`config.mk`:
```
export PLATFORM = sky130hd
export DESIGN_NAME = fmad_seq
export DESIGN_NICKNAME = d
export VERILOG_FILES = /design/src/rtl/fmad_pkg.sv /design/src/rtl/fmad_rfifo.sv /design/src/rtl/fmad_seq.sv
export SDC_FILE = /design/constraint.sdc
export NUM_CORES = 1
export LEC_CHECK = 0
export BUFFER_PORTS_ARGS = -buffer_cell sky130_fd_sc_hd__buf_2
export CAP_MARGIN = 10
export CELL_PAD_IN_SITES_DETAIL_PLACEMENT = 1
export CELL_PAD_IN_SITES_GLOBAL_PLACEMENT = 1
export CORE_UTILIZATION = 45
export CTS_CLUSTER_SIZE = 30
export DETAILED_ROUTE_END_ITERATION = 8
export PLACE_DENSITY_LB_ADDON = 0.1
export RECOVER_POWER = 100
export SETUP_SLACK_MARGIN = 0.3
export SLEW_MARGIN = 5
export SYNTH_ARGS = -nofsm -noshare
export SYNTH_HDL_FRONTEND = slang
export SYNTH_SLANG_ARGS = --single-unit
export TNS_END_PERCENT = 5
```
`constraint.sdc`:
```
create_clock -name clk -period 10.06 [get_ports clk]
set_input_delay 1.509 -clock clk [delete_from_list [all_inputs] [get_ports clk]]
set_output_delay 1.509 -clock clk [all_outputs]
set_load 0.05 [all_outputs]
```
`src/rtl/fmad_pkg.sv`:
```
// ----------------------------------------------------------------------------
// fmad_pkg : shared constants, flag indices and FSM state for fmad_seq
// Revision : 1.0
// ----------------------------------------------------------------------------
`default_nettype none

package fmad_pkg;

  localparam int FMAD_LAT = 4;
  localparam int FMAD_GAP = 2;

  localparam int FLG_NX = 0;
  localparam int FLG_UF = 1;
  localparam int FLG_OF = 2;
  localparam int FLG_NV = 4;

  typedef enum logic [1:0] {
    ST_IDLE  = 2'd0,
    ST_ISSUE = 2'd1,
    ST_HOLD  = 2'd2
  } seq_state_t;

endpackage

`default_nettype wire

```
`src/rtl/fmad_rfifo.sv`:
```
// ----------------------------------------------------------------------------
// fmad_rfifo : registered synchronous FIFO, wrap-bit pointers, no bypass
// Revision   : 1.0
// ----------------------------------------------------------------------------
`default_nettype none

module fmad_rfifo #(
  parameter int DEPTH = 4,
  parameter int WIDTH = 8
) (
  input  logic                     clk,
  input  logic                     reset,
  input  logic                     push,
  input  logic [WIDTH-1:0]         din,
  input  logic                     pop,
  output logic [WIDTH-1:0]         dout,
  output logic                     full,
  output logic                     empty,
  output logic [$clog2(DEPTH):0]   count
);

  localparam int AW = $clog2(DEPTH);

  logic [AW:0]      r_wptr;
  logic [AW:0]      r_rptr;
  logic [WIDTH-1:0] r_mem [DEPTH];
  logic             w_do_push;
  logic             w_do_pop;

  assign empty = (r_wptr == r_rptr);
  assign full  = (r_wptr[AW] != r_rptr[AW]) && (r_wptr[AW-1:0] == r_rptr[AW-1:0]);
  assign count = r_wptr - r_rptr;
  assign dout  = r_mem[r_rptr[AW-1:0]];

  // A pop frees the slot a full-FIFO push overwrites at the same edge.
  assign w_do_pop  = pop & ~empty;
  assign w_do_push = push & (~full | w_do_pop);

  always_ff @(posedge clk) begin
    if (reset) begin
      r_wptr <= '0;
      r_rptr <= '0;
    end else begin
      if (w_do_push) r_wptr <= r_wptr + 1'b1;
      if (w_do_pop)  r_rptr <= r_rptr + 1'b1;
    end
  end

  always_ff @(posedge clk) begin
    if (w_do_push) r_mem[r_wptr[AW-1:0]] <= din;
  end

endmodule

`default_nettype wire

```
`src/rtl/fmad_seq.sv`:
```
// ----------------------------------------------------------------------------
// fmad_seq : issue/retire sequencer driving the fmad core with credit flow
// Revision : 1.0
// ----------------------------------------------------------------------------
`default_nettype none

module fmad_seq
  import fmad_pkg::*;
#(
  parameter int DEPTH = 4,
  parameter int TAG_W = 4
) (
  input  logic             clk,
  input  logic             reset,
  input  logic             in_valid,
  output logic             in_ready,
  input  logic [31:0]      in_x,
  input  logic [31:0]      in_y,
  input  logic [31:0]      in_z,
  input  logic [TAG_W-1:0] in_tag,
  output logic             out_valid,
  input  logic             out_ready,
  output logic [31:0]      out_rslt,
  output logic [4:0]       out_flag,
  output logic [TAG_W-1:0] out_tag,
  output logic [4:0]       fflags,
  input  logic             fflags_clr,
  output logic             busy,
  output logic             fma_req,
  output logic [31:0]      fma_x,
  output logic [31:0]      fma_y,
  output logic [31:0]      fma_z,
  input  logic [31:0]      fma_rslt,
  input  logic [4:0]       fma_flag
);

  localparam int CW = $clog2(DEPTH) + 1;
  localparam int FW = 32 + 5 + TAG_W;
  localparam logic [4:0] C_FLG_MASK = (5'd1 << FLG_NV) | (5'd1 << FLG_OF) |
                                      (5'd1 << FLG_UF) | (5'd1 << FLG_NX);

  seq_state_t r_state;
  seq_state_t w_state_nxt;
  logic       w_fma_req;
  logic       w_can_take;
  logic       w_credit_ok;
  logic       w_accept;
  logic       w_pop;

  logic [31:0]      r_x;
  logic [31:0]      r_y;
  logic [31:0]      r_z;
  logic [TAG_W-1:0] r_tag;
  logic [CW-1:0]    r_cred;
  logic [4:0]       r_fflags;

  logic [FMAD_LAT-1:0]             r_pv;
  logic [FMAD_LAT-1:0][TAG_W-1:0]  r_ptag;
  logic                            w_push;
  logic [4:0]                      w_push_flag;
  logic [FW-1:0]                   w_fifo_din;
  logic [FW-1:0]                   w_fifo_dout;
  logic                            w_full;
  logic                            w_empty;
  logic [CW-1:0]                   w_count;

  // Handshake: ready depends only on registered state, never on in_valid/out_ready.
  assign w_can_take  = (r_state == ST_IDLE) || (r_state == ST_HOLD);
  assign w_credit_ok = (r_cred < CW'(DEPTH));
  assign in_ready    = w_can_take & w_credit_ok;
  assign w_accept    = in_valid & in_ready;
  assign w_pop       = out_valid & out_ready;

  always_ff @(posedge clk) begin
    if (reset) r_state <= ST_IDLE;
    else       r_state <= w_state_nxt;
  end

  always_comb begin
    w_state_nxt = r_state;
    w_fma_req   = 1'b0;
    unique case (r_state)
      ST_IDLE:  if (w_accept) w_state_nxt = ST_ISSUE;
      ST_ISSUE: begin
        w_fma_req   = 1'b1;
        w_state_nxt = ST_HOLD;
      end
      ST_HOLD:  w_state_nxt = w_accept ? ST_ISSUE : ST_IDLE;
      default:  w_state_nxt = ST_IDLE;
    endcase
  end

  assign fma_req = w_fma_req;

  // Operand registers feed the core directly; stable through ISSUE and HOLD.
  always_ff @(posedge clk) begin
    if (reset) begin
      r_x   <= '0;
      r_y   <= '0;
      r_z   <= '0;
      r_tag <= '0;
    end else if (w_accept) begin
      r_x   <= in_x;
      r_y   <= in_y;
      r_z   <= in_z;
      r_tag <= in_tag;
    end
  end

  assign fma_x = r_x;
  assign fma_y = r_y;
  assign fma_z = r_z;

  // Occupancy plus in-flight ops; a push moves an op between the two, net zero.
  always_ff @(posedge clk) begin
    if (reset) r_cred <= '0;
    else       r_cred <= r_cred + CW'(w_accept) - CW'(w_pop);
  end

  always_ff @(posedge clk) begin
    if (reset) begin
      r_pv   <= '0;
      r_ptag <= '0;
    end else begin
      r_pv   <= {r_pv[FMAD_LAT-2:0], w_fma_req};
      r_ptag <= {r_ptag[FMAD_LAT-2:0], r_tag};
    end
  end

  assign w_push      = r_pv[FMAD_LAT-1];
  assign w_push_flag = fma_flag & C_FLG_MASK;
  assign w_fifo_din  = {fma_rslt, w_push_flag, r_ptag[FMAD_LAT-1]};

  fmad_rfifo #(
    .DEPTH (DEPTH),
    .WIDTH (FW)
  ) u_rfifo (
    .clk   (clk),
    .reset (reset),
    .push  (w_push),
    .din   (w_fifo_din),
    .pop   (w_pop),
    .dout  (w_fifo_dout),
    .full  (w_full),
    .empty (w_empty),
    .count (w_count)
  );

  assign out_valid                    = ~w_empty;
  assign {out_rslt, out_flag, out_tag} = w_fifo_dout;

  always_ff @(posedge clk) begin
    if (reset)           r_fflags <= '0;
    else if (w_push)     r_fflags <= (fflags_clr ? 5'd0 : r_fflags) | w_push_flag;
    else if (fflags_clr) r_fflags <= '0;
  end

  assign fflags = r_fflags;
  assign busy   = (r_state != ST_IDLE) || (r_cred != '0);

  a_no_overflow: assert property (@(posedge clk) disable iff (reset)
    !(w_push && w_full && !w_pop));
  a_credit: assert property (@(posedge clk) disable iff (reset)
    (w_count <= r_cred) && (r_cred <= CW'(DEPTH)));
  a_req_gap: assert property (@(posedge clk) disable iff (reset)
    fma_req |-> !$past(fma_req, FMAD_GAP - 1));

endmodule

`default_nettype wire

```
==> run_results.csv <==
group,metric,value,unit
run_status,outcome,"finished with violations",
run_status,violations,"capacitance limit, slew limit",
worst_setup_path,endpoint,"r_tag[0]",
die,num_rows,55,
clocking,cts_hold_buf,0,
worst_setup_path,rr_worst_depth,4,
routing,drtIter0Drc,201,
clocking,cts_buffer_depth,3,
worst_setup_path,r2r_slack,5870,ps
logic_synthesis,synth_compound_area_share,5.805,%
power_and_ir_drop,intPower,2.135,mW
die,die_w,155.5,µm
logic_synthesis,synth-seq-cells,297,
worst_setup_path,path_depth,4,
sta,finalSetupViolCount,0,
sta,clock.fmax,158.4,MHz
logic_synthesis,syn_avg_cell_area,13.79,µm²
clocking,htreeDepth,1,
clocking,cts_root_buffer,"clkbuf_16",
run,drv_cap,6,
routing,via_per_inst,4.922,
sta,rsz0062_at_grt,"no",
placed_design,dp_hpwl,16.26,mm
routing,vias,6836,
logic_synthesis,synth_seq_area_share,71.17,%
worst_setup_path,cp_common_cell,"clkbuf_1",
worst_setup_path,reg2reg_from,"u_rfifo.r_wptr[1]",
sta,fin_skew,8.061,ps
logic_synthesis,synth_enable_flop_cells,160,
clocking,path_clk_slew,60,ps
sta,tns,0,ps
logic_synthesis,synth_largest_area_cell,"edfxtp_1",
placed_design,gp_congestion,0.7440,
worst_setup_path,crit_family,"buffers and inverters",
global_routing,grt_max_degree,98,
layout,drive_gt1_share,19.44,%
power_and_ir_drop,max-vdd-ir-drop,0.0001293,V
global_routing,overflow,0,
placed_design,portBuffers,284,
die,start_util,46.41,%
power_and_ir_drop,seqPwrFrac,44.9,%
worst_setup_path,cpMaxStageDelayCell,"clkbuf_1",
sta,tightestPinTransition,3531,ps
worst_setup_path,cp_slowest_stage_delay,2610,ps
routing,wl_per_cell,17.96,µm
worst_setup_path,path_class,"in2reg",
logic_synthesis,synth-xor-area-share,0.6372,%
layout,nets,1200,
routing,antenna_left,0,
power_and_ir_drop,cellLeakagePower,4.570,nW
die,core,22850,µm²
layout,final_util,56.99,%
worst_setup_path,crit_start,"reset",
layout,syn_to_final_growth,22.78,%
layout,final_area,13020,µm²
placed_design,place_area,12270,µm²
clocking,post_cts_resized,0,
logic_synthesis,yosys.area.top_type_share,45.31,%
worst_setup_path,critPathLaunchType,"input pin",
logic_synthesis,synth_top_family_by_area,"simple AND/OR/NAND/NOR gates",
worst_setup_path,worstSetupEndpointType,"flop",
logic_synthesis,ys.flop_type,"edfxtp_1",
die,die_area,24180,µm²
logic_synthesis,yosysMostFrequentCell,"nand2_1",
power_and_ir_drop,switchingPower,0.9075,mW
clocking,cts_tree,"built",
min_path,min_path_cells,1,
logic_synthesis,synthCells,769,
sta,slew_violations,270,
routing,dr.pass1.iters,4,
min_path,hold_class,"reg2reg",
clocking,post_cts_buffers,0,
logic_synthesis,synth-adder-area-share,1.015,%
power_and_ir_drop,pwr-share-clk,37.1,%
die,die_h,155.5,µm
die,ios,288,
logic_synthesis,ys_top_cells_by_count,"nand2_1 (198), edfxtp_1 (160), dfxtp_1 (137), a21oi_1 (96), mux4_2 (40)",
power_and_ir_drop,p_sw_share,29.83,%
worst_setup_path,critical_path.cell_chain,"clkbuf_1 > clkbuf_1 > nor2_1 > o22a_1",
worst_setup_path,reg2reg_to,"u_rfifo.r_wptr[2]",
layout,final_cells,1389,
power_and_ir_drop,p_per_area,233.7,nW/µm²
sta,finalCritPeriodShare,62.76,%
routing,drc,0,
layout,regArea,7550,µm²
clocking,clkLatencyLatePin,550,ps
global_routing,grt_pass1_vias,7320,
placed_design,dp.cells,1330,
clocking,clock-sinks,297,
sta,max_slew_margin,-135.4,%
logic_synthesis,ys_types,35,
layout,fillers,2475,
global_routing,grt_use_total,20.75,%
global_routing,antenna_found_initial,3,
layout,multiInputGateArea,2758,µm²
clocking,cts_made_buffers,31,
sta,finalHoldViolations,0,
worst_setup_path,path_max_fanout,80,
logic_synthesis,synth_area,10600,µm²
worst_setup_path,worst-path-buf-inv,2,
worst_setup_path,crit_arrival,6750,ps
logic_synthesis,synth-warning-count,0,
logic_synthesis,yosys.area_share.simple,9.428,%
global_routing,grt_first_pass_wirelength,39.09,mm
worst_setup_path,worstPathRequired,10500,ps
logic_synthesis,ys_top_cells_by_area,"edfxtp_1 (45%), dfxtp_1 (26%), mux4_2 (8.5%), nand2_1 (7.0%), a21oi_1 (4.5%)",
routing,wirelength,24.95,mm
logic_synthesis,synth.area.mux_share,9.109,%
power_and_ir_drop,comb_power_share,18.0,%
sta,period_needed,6314,ps
logic_synthesis,async_flop_share,0,%
[cells in the final DEF, fill, tap and decap left out, drive strengths merged, types with 2 or more instances in the layout]
cell type  netlist  layout
a21oi           96      96
a22oi            4       4
a31oi            2       2
a41oi            2       2
and2             5       5
buf             28     106
bufinv           0       2
clkbuf          18     228
clkinv           0       9
clkinvlp         0       5
conb             1       2
dfxtp          137     137
edfxtp         160     160
ha               7       7
inv             13      14
mux2             4       4
mux2i            2       2
mux4            40      40
nand2          198     198
nor2            11      11
nor2b           24      24
o22a             4       4
xnor2            5       5
[registers in the layout (all words and copies together) (netlist names), named ones only]
register and flops:
r_tag 4, fma_y 32, fflags 4, u_rfifo.r_wptr 3, r_ptag 16, u_rfifo.r_mem 160, r_cred 3, r_state 2
u_rfifo.r_rptr 3, r_pv 4, fma_z 32, fma_x 32
[metrics by stage]
stage	worst slack (ps)	power [mW]	hold slack, ps
finish	3746	3.043	434.5
detailed placement	6035	1.963	424.7
CTS	6120	3.094	439.7
global route	3134	3.165	452.9
floorplan	5698	1.823	413.8
global placement	6064	1.953	417.3
[cell type report]
class	count	area share [%]
antenna	1	0.01922
clock buffer	41	6.708
clock inverter	17	1.201
inverter	13	0.3748
multi-input combinational	414	21.18
sequential	297	57.99
tap	313	3.008
timing repair buffer	293	9.523
[power groups by stage]
| stage | Combinational, mW | Sequential, mW | Clock (mW) |
|---|---|---|---|
| final | 0.548 | 1.37 | 1.13 |
| after detailed placement | 0.572 | 1.39 | 0 |
| after global routing | 0.590 | 1.37 | 1.20 |
| after CTS | 0.575 | 1.37 | 1.15 |
| after global placement | 0.565 | 1.39 | 0 |
| after floorplan | 0.285 | 1.54 | 0 |
[cell families (layout without fill, tap and decap cells)]
logic type | Yosys count | count (layout)
AOI/OAI and AO/OA | 110 | 110
xor gates and xnor gates | 6 | 6
adders and majority gates | 8 | 8
buffers and inverters | 59 | 364
DFF | 297 | 297
muxes | 46 | 46
other | 1 | 3
and+or+nand+nor | 242 | 242
[how the worst min path moves through the flow]
stage | from | to
2_1_floorplan | r_ptag[6] | r_ptag[10]
3_3_place_gp | r_ptag[11] | r_ptag[15]
3_5_place_dp | r_pv[2] | r_pv[3]
4_1_cts | r_pv[2] | r_pv[3]
5_1_grt | r_ptag[6] | r_ptag[10]
6_report | r_ptag[6] | r_ptag[10]
[routing by layer]
layer	routed length [µm]	vias to the layer above	global-route usage [%]
met2	12440	215	35.53
met4	590	4	5.415
met1	9834	3297	25.03
li1	-	3274	-
met5	23	-	0
met3	2059	46	7.075
(Power assumes the default switching activity.)
